### src/rtl/mem_access_unit.sv
// mem_access_unit: load/store front end for a small word-only data RAM.
// One request in flight at a time. Loads extract and extend a lane; sub-word
// stores do a read-modify-write, since the RAM only writes whole words.
//
// state   | meaning
// --------+------------------------------------------------------------
// S_IDLE  | ready for a request; faults are checked at acceptance
// S_READ  | RAM word addressed; load result or merged store word captured
// S_WRITE | single-cycle RAM write strobe
// S_RESP  | one-cycle completion pulse carrying rdata/err
module mem_access_unit #(
  parameter int ADDR_W = 6
) (
  input  logic              clk,
  input  logic              rst_n,
  input  logic              req_valid,
  output logic              req_ready,
  input  logic              req_we,
  input  logic [1:0]        req_size,
  input  logic              req_unsigned,
  input  logic [31:0]       req_addr,
  input  logic [31:0]       req_wdata,
  output logic              resp_valid,
  output logic [31:0]       resp_rdata,
  output logic              resp_err,
  output logic [ADDR_W-1:0] ram_addr,
  output logic [31:0]       ram_wdata,
  output logic              ram_we,
  input  logic [31:0]       ram_rdata
);

  typedef enum logic [1:0] {S_IDLE, S_READ, S_WRITE, S_RESP} state_t;

  state_t              r_state;
  state_t              w_next;
  logic                r_we;
  logic [1:0]          r_size;
  logic                r_unsigned;
  logic [1:0]          r_lane;
  logic [31:0]         r_wdata;
  logic                r_err;
  logic [31:0]         r_rdata;
  logic [ADDR_W-1:0]   r_ram_addr;
  logic [31:0]         r_ram_wdata;
  logic                w_accept;
  logic                w_err;
  logic [31:0]         w_load;
  logic [31:0]         w_merged;
  logic [7:0]          w_byte;
  logic [15:0]         w_half;

  assign w_accept = req_valid & (r_state == S_IDLE);

  // Fault detection on the live request fields (only used at acceptance)
  always_comb begin
    w_err = 1'b0;
    if (req_size == 2'b11)                          w_err = 1'b1;
    if ((req_size == 2'b01) && req_addr[0])         w_err = 1'b1;
    if ((req_size == 2'b10) && (req_addr[1:0] != 2'b00)) w_err = 1'b1;
    if (req_addr[31:ADDR_W] != '0)                  w_err = 1'b1;
  end

  // Lane extraction and sign/zero extension of the RAM read word
  always_comb begin
    w_byte = ram_rdata[{r_lane, 3'b000} +: 8];
    w_half = ram_rdata[{r_lane[1], 4'b0000} +: 16];
    case (r_size)
      2'b00:   w_load = {{24{~r_unsigned & w_byte[7]}}, w_byte};
      2'b01:   w_load = {{16{~r_unsigned & w_half[15]}}, w_half};
      default: w_load = ram_rdata;
    endcase
  end

  // Merge store data into the addressed lane, keeping the other bytes
  always_comb begin
    w_merged = ram_rdata;
    case (r_size)
      2'b00:   w_merged[{r_lane, 3'b000} +: 8]     = r_wdata[7:0];
      2'b01:   w_merged[{r_lane[1], 4'b0000} +: 16] = r_wdata[15:0];
      default: w_merged = r_wdata;
    endcase
  end

  // State register
  always_ff @(posedge clk) begin
    if (!rst_n) r_state <= S_IDLE;
    else        r_state <= w_next;
  end

  // Next-state logic
  always_comb begin
    w_next = r_state;
    case (r_state)
      S_IDLE: begin
        if (w_accept) begin
          if (w_err)                              w_next = S_RESP;
          else if (req_we && (req_size == 2'b10)) w_next = S_WRITE;
          else                                    w_next = S_READ;
        end
      end
      S_READ:  w_next = r_we ? S_WRITE : S_RESP;
      S_WRITE: w_next = S_RESP;
      S_RESP:  w_next = S_IDLE;
      default: w_next = S_IDLE;
    endcase
  end

  // Outputs decoded from state; the write strobe is masked by reset so no
  // RAM write happens at an edge where reset is asserted
  always_comb begin
    req_ready  = (r_state == S_IDLE);
    resp_valid = (r_state == S_RESP);
    ram_we     = (r_state == S_WRITE) & rst_n;
  end

  // Request capture, RAM address/data registers and response data
  always_ff @(posedge clk) begin
    if (!rst_n) begin
      r_we        <= 1'b0;
      r_size      <= 2'b00;
      r_unsigned  <= 1'b0;
      r_lane      <= 2'b00;
      r_wdata     <= '0;
      r_err       <= 1'b0;
      r_rdata     <= '0;
      r_ram_addr  <= '0;
      r_ram_wdata <= '0;
    end else begin
      if (w_accept) begin
        r_we       <= req_we;
        r_size     <= req_size;
        r_unsigned <= req_unsigned;
        r_lane     <= req_addr[1:0];
        r_wdata    <= req_wdata;
        r_err      <= w_err;
        r_rdata    <= '0;
        if (!w_err) begin
          r_ram_addr <= {req_addr[ADDR_W-1:2], 2'b00};
          if (req_we && (req_size == 2'b10)) r_ram_wdata <= req_wdata;
        end
      end else if (r_state == S_READ) begin
        if (r_we) r_ram_wdata <= w_merged;
        else      r_rdata     <= w_load;
      end
    end
  end

  assign resp_rdata = r_rdata;
  assign resp_err   = r_err;
  assign ram_addr   = r_ram_addr;
  assign ram_wdata  = r_ram_wdata;

endmodule

### config.mk
export PLATFORM = sky130hd
export DESIGN_NAME = mem_access_unit
export DESIGN_NICKNAME = d
export VERILOG_FILES = /design/src/rtl/mem_access_unit.sv
export SDC_FILE = /design/constraint.sdc
export NUM_CORES = 1
export LEC_CHECK = 0
export ABC_AREA = 1
export CAP_MARGIN = 20
export CORE_MARGIN = 4
export CORE_UTILIZATION = 49
export CTS_CLUSTER_DIAMETER = 200
export DETAILED_ROUTE_END_ITERATION = 16
export GPL_TIMING_DRIVEN = 0
export PLACE_DENSITY = 0.84
export SLEW_MARGIN = 10
export SYNTH_ARGS = -nofsm -noshare
export SYNTH_HDL_FRONTEND = slang
export SYNTH_SLANG_ARGS = --single-unit
### constraint.sdc
create_clock -name clk -period 2.07 [get_ports clk]
set_input_delay 0.414 -clock clk [delete_from_list [all_inputs] [get_ports clk]]
set_output_delay 0.414 -clock clk [all_outputs]
set_load 0.01 [all_outputs]
==> results.sh <==
export IMPL_syn_area_per_cell_um2=6.15
export IMPL_dr_pass1_iters=5
export IMPL_wire_per_inst_um=16.8
export IMPL_reg2reg_from="r_state[0]$_SDFFE_PN0P_"
export IMPL_synth_cell_types=33
export IMPL_holdCritPathClass="reg2reg"
export IMPL_nFillCells=1191
export IMPL_yosys_most_used_dff="dfxtp_1"
export IMPL_fin_nets=1341
export IMPL_cts_max_level=3
export IMPL_utilization=0.695
export IMPL_irDropWorstVdd_v=0.000484
export IMPL_die_w_um=122
export IMPL_cts_root_buf="clkbuf_16"
export IMPL_endpoint_kind="register"
export IMPL_hpwl_um=18500
export IMPL_outcome="completed"
export IMPL_cts_tree="yes"
export IMPL_placed_cells=1389
export IMPL_worstSkewPairLatency_ns=0.36
export IMPL_powerDensity_mw_per_mm2=901
export IMPL_synth_cells=1042
export IMPL_gp_congestion=0.974
export IMPL_p_leak_nw=4.05
export IMPL_start_kind="register"
export IMPL_setup_tns_ns=0
export IMPL_initial_core_util=0.504
export IMPL_io_pins=177
export IMPL_synth_area_mm2=0.00641
export IMPL_viasPerCell=5.50
export IMPL_critPathKind="reg2reg"
export IMPL_clock_fmax_ghz=0.516
export IMPL_syn_to_final_growth_pct=37.8
export IMPL_ant_nets=0
export IMPL_slew_viol_final=0
export IMPL_seq_area_frac_synth=0.340
export IMPL_clock_sinks=109
export IMPL_min_period_ns=1.94
export IMPL_min_from="resp_rdata[15]$_SDFFE_PP0P_"
export IMPL_clock_path_buffers=2
export IMPL_rows=41
export IMPL_tightestPinTransition_ns=0.648
export IMPL_die_area_mm2=0.0150
export IMPL_port_buffers=174
export IMPL_yosysWarnings=0
export IMPL_hold_viol_final=0
export IMPL_final_common_cell="nand2_1"
export IMPL_setup_viol=0
export IMPL_critical_path_arrival_ns=2.20
export IMPL_final_cell_mix="304 x nand2_1, 171 x clkdlybuf4s50_1, 138 x nor2_1"
export IMPL_pre_cts_ws_ns=-0.764
export IMPL_n_antenna_cell=0
export IMPL_maxSlewHeadroom=0.568
export IMPL_clock_skew_ns=0.00918
export IMPL_fin_crit_sh=0.936
export IMPL_ys_seq_elements=109
export IMPL_numCtsBuffers=9
export IMPL_setup_worst_path_start="r_state[0]$_SDFFE_PN0P_"
export IMPL_clkTransAtPathRegs_ns=0.08
export IMPL_drcViolationCount=0
export IMPL_drt_total_wl_um=23600
export IMPL_synth_edf_count=0
export IMPL_grt_max_degree=20
export IMPL_drt_iter0_markers=716
export IMPL_p_total_w=0.00796
export IMPL_rsz0062_at_grt="yes"
export IMPL_grt_pass1_vias=7308
export IMPL_crit_required_ns=2.33
export IMPL_num_vias=7728
export IMPL_core_area_mm2=0.0127
export IMPL_drv_cap=0
export IMPL_fin_cells=1406
export IMPL_layout_setup_ws_ns=0.133
export IMPL_synthArstFlopShare=0
export IMPL_drive_gt1_frac=0.0786
export IMPL_die_y_um=122
export IMPL_grt_first_pass_wirelength_um=36300
export IMPL_grt_antenna_before_repair=0
export IMPL_grt_use_total=0.312
export IMPL_grt_ovfl_total=0
export IMPL_crit_fanout=10
==> logic make-up (layout without fill, tap and decap cells) <==
logic type,Yosys count,count (layout),synth area share
AO/OA/AOI/OAI,228,228,0.210
adder cells (fa/ha/maj),9,9,0.0176
buffers and inverters,182,373,0.116
flip-flops,109,109,0.340
other,1,2,0.000585
AND/OR/NAND/NOR,513,513,0.316
==> critical path: stages, from the launching register on <==
cell and delay, ns:
dfxtp_1 0.40, inv_1 0.08, ha_1 0.25, nand2_1 0.13, clkinvlp_4 0.20, nand4_1 0.30
clkbuf_4 0.27, nand3_1 0.08, nand2_1 0.08, nor2_1 0.04
==> flip-flops by register name, summed over array words and instances, names as in the netlist <==
name,cells
r_lane,2
r_size,2
r_state,2
r_unsigned,1
r_wdata,32
r_we,1
ram_addr,4
ram_wdata,32
resp_err,1
resp_rdata,32
==> final cells by class <==
class	count	area, um^2	share of cell area
repair buffers	176	1760	0.199
multi-input cells	752	3560	0.403
plain buffers	62	349	0.0395
inverters	119	459	0.0520
clock buffers	11	253	0.0286
well taps	172	215	0.0244
clock inverters	5	53.8	0.00609
flip-flops and latches	109	2190	0.248
==> per-layer routing <==
metal	part of all wire	GRT usage
met5	0	0
met4	0.036	0.135
met3	0.097	0.0760
met2	0.47	0.520
met1	0.40	0.384
==> where the power goes <==
part	internal [W]	switching, W
Sequential	0.00239	0.000206
Combinational	0.00134	0.00223
Clock	0.000912	0.000887
Total	0.00464	0.00332
==> Yosys cell counts (2+ instances only) <==
| library cell | instances | area share |
|---|---|---|
| nand2_2 | 3 | 0.0029 |
| buf_2 | 19 | 0.015 |
| buf_4 | 7 | 0.0082 |
| dfxtp_1 | 109 | 0.34 |
| o211ai_1 | 23 | 0.027 |
| buf_1 | 3 | 0.0018 |
| ha_1 | 9 | 0.018 |
| o21ai_0 | 58 | 0.045 |
| clkinv_1 | 2 | 0.0012 |
| nand2_1 | 309 | 0.18 |
| inv_1 | 115 | 0.067 |
| o22ai_1 | 29 | 0.028 |
| inv_2 | 2 | 0.0012 |
| nand3_1 | 56 | 0.044 |
| a21oi_2 | 10 | 0.014 |
| nor2_1 | 140 | 0.082 |
| a22oi_1 | 11 | 0.013 |
| o2111ai_1 | 7 | 0.0096 |
| a21oi_1 | 85 | 0.066 |
| clkbuf_1 | 32 | 0.019 |
==> what timing repair did <==
| action | 4_1_cts | 5_1_grt |
|---|---|---|
| endpoints found under the setup margin | 72 | 68 |
| gates resized for setup | 22 | 51 |
| hold buffers | 0 | 0 |
| buffers inserted | 0 | 2 |
| pin swaps | 0 | 3 |
==> path summary, 6_finish.rpt <==
kind	slack [ns]	endpoint	cells past startpoint
max	0.13	ram_wdata[18]$_SDFFE_PN0P_	9
min	0.47	resp_rdata[15]$_SDFFE_PP0P_	2
max reg2reg	0.13	ram_wdata[18]$_SDFFE_PN0P_	9
min reg2reg	0.47	resp_rdata[15]$_SDFFE_PP0P_	2
==> stage by stage <==
stage | instance area [um^2] | hold WS (ns)
after global placement | 8370 | 0.446
after CTS | 8720 | 0.469
after detailed placement | 8370 | 0.459
after floorplan | 6410 | 0.445
final | 8840 | 0.469
after global routing | 8840 | 0.489
(Power assumes the default switching activity.)
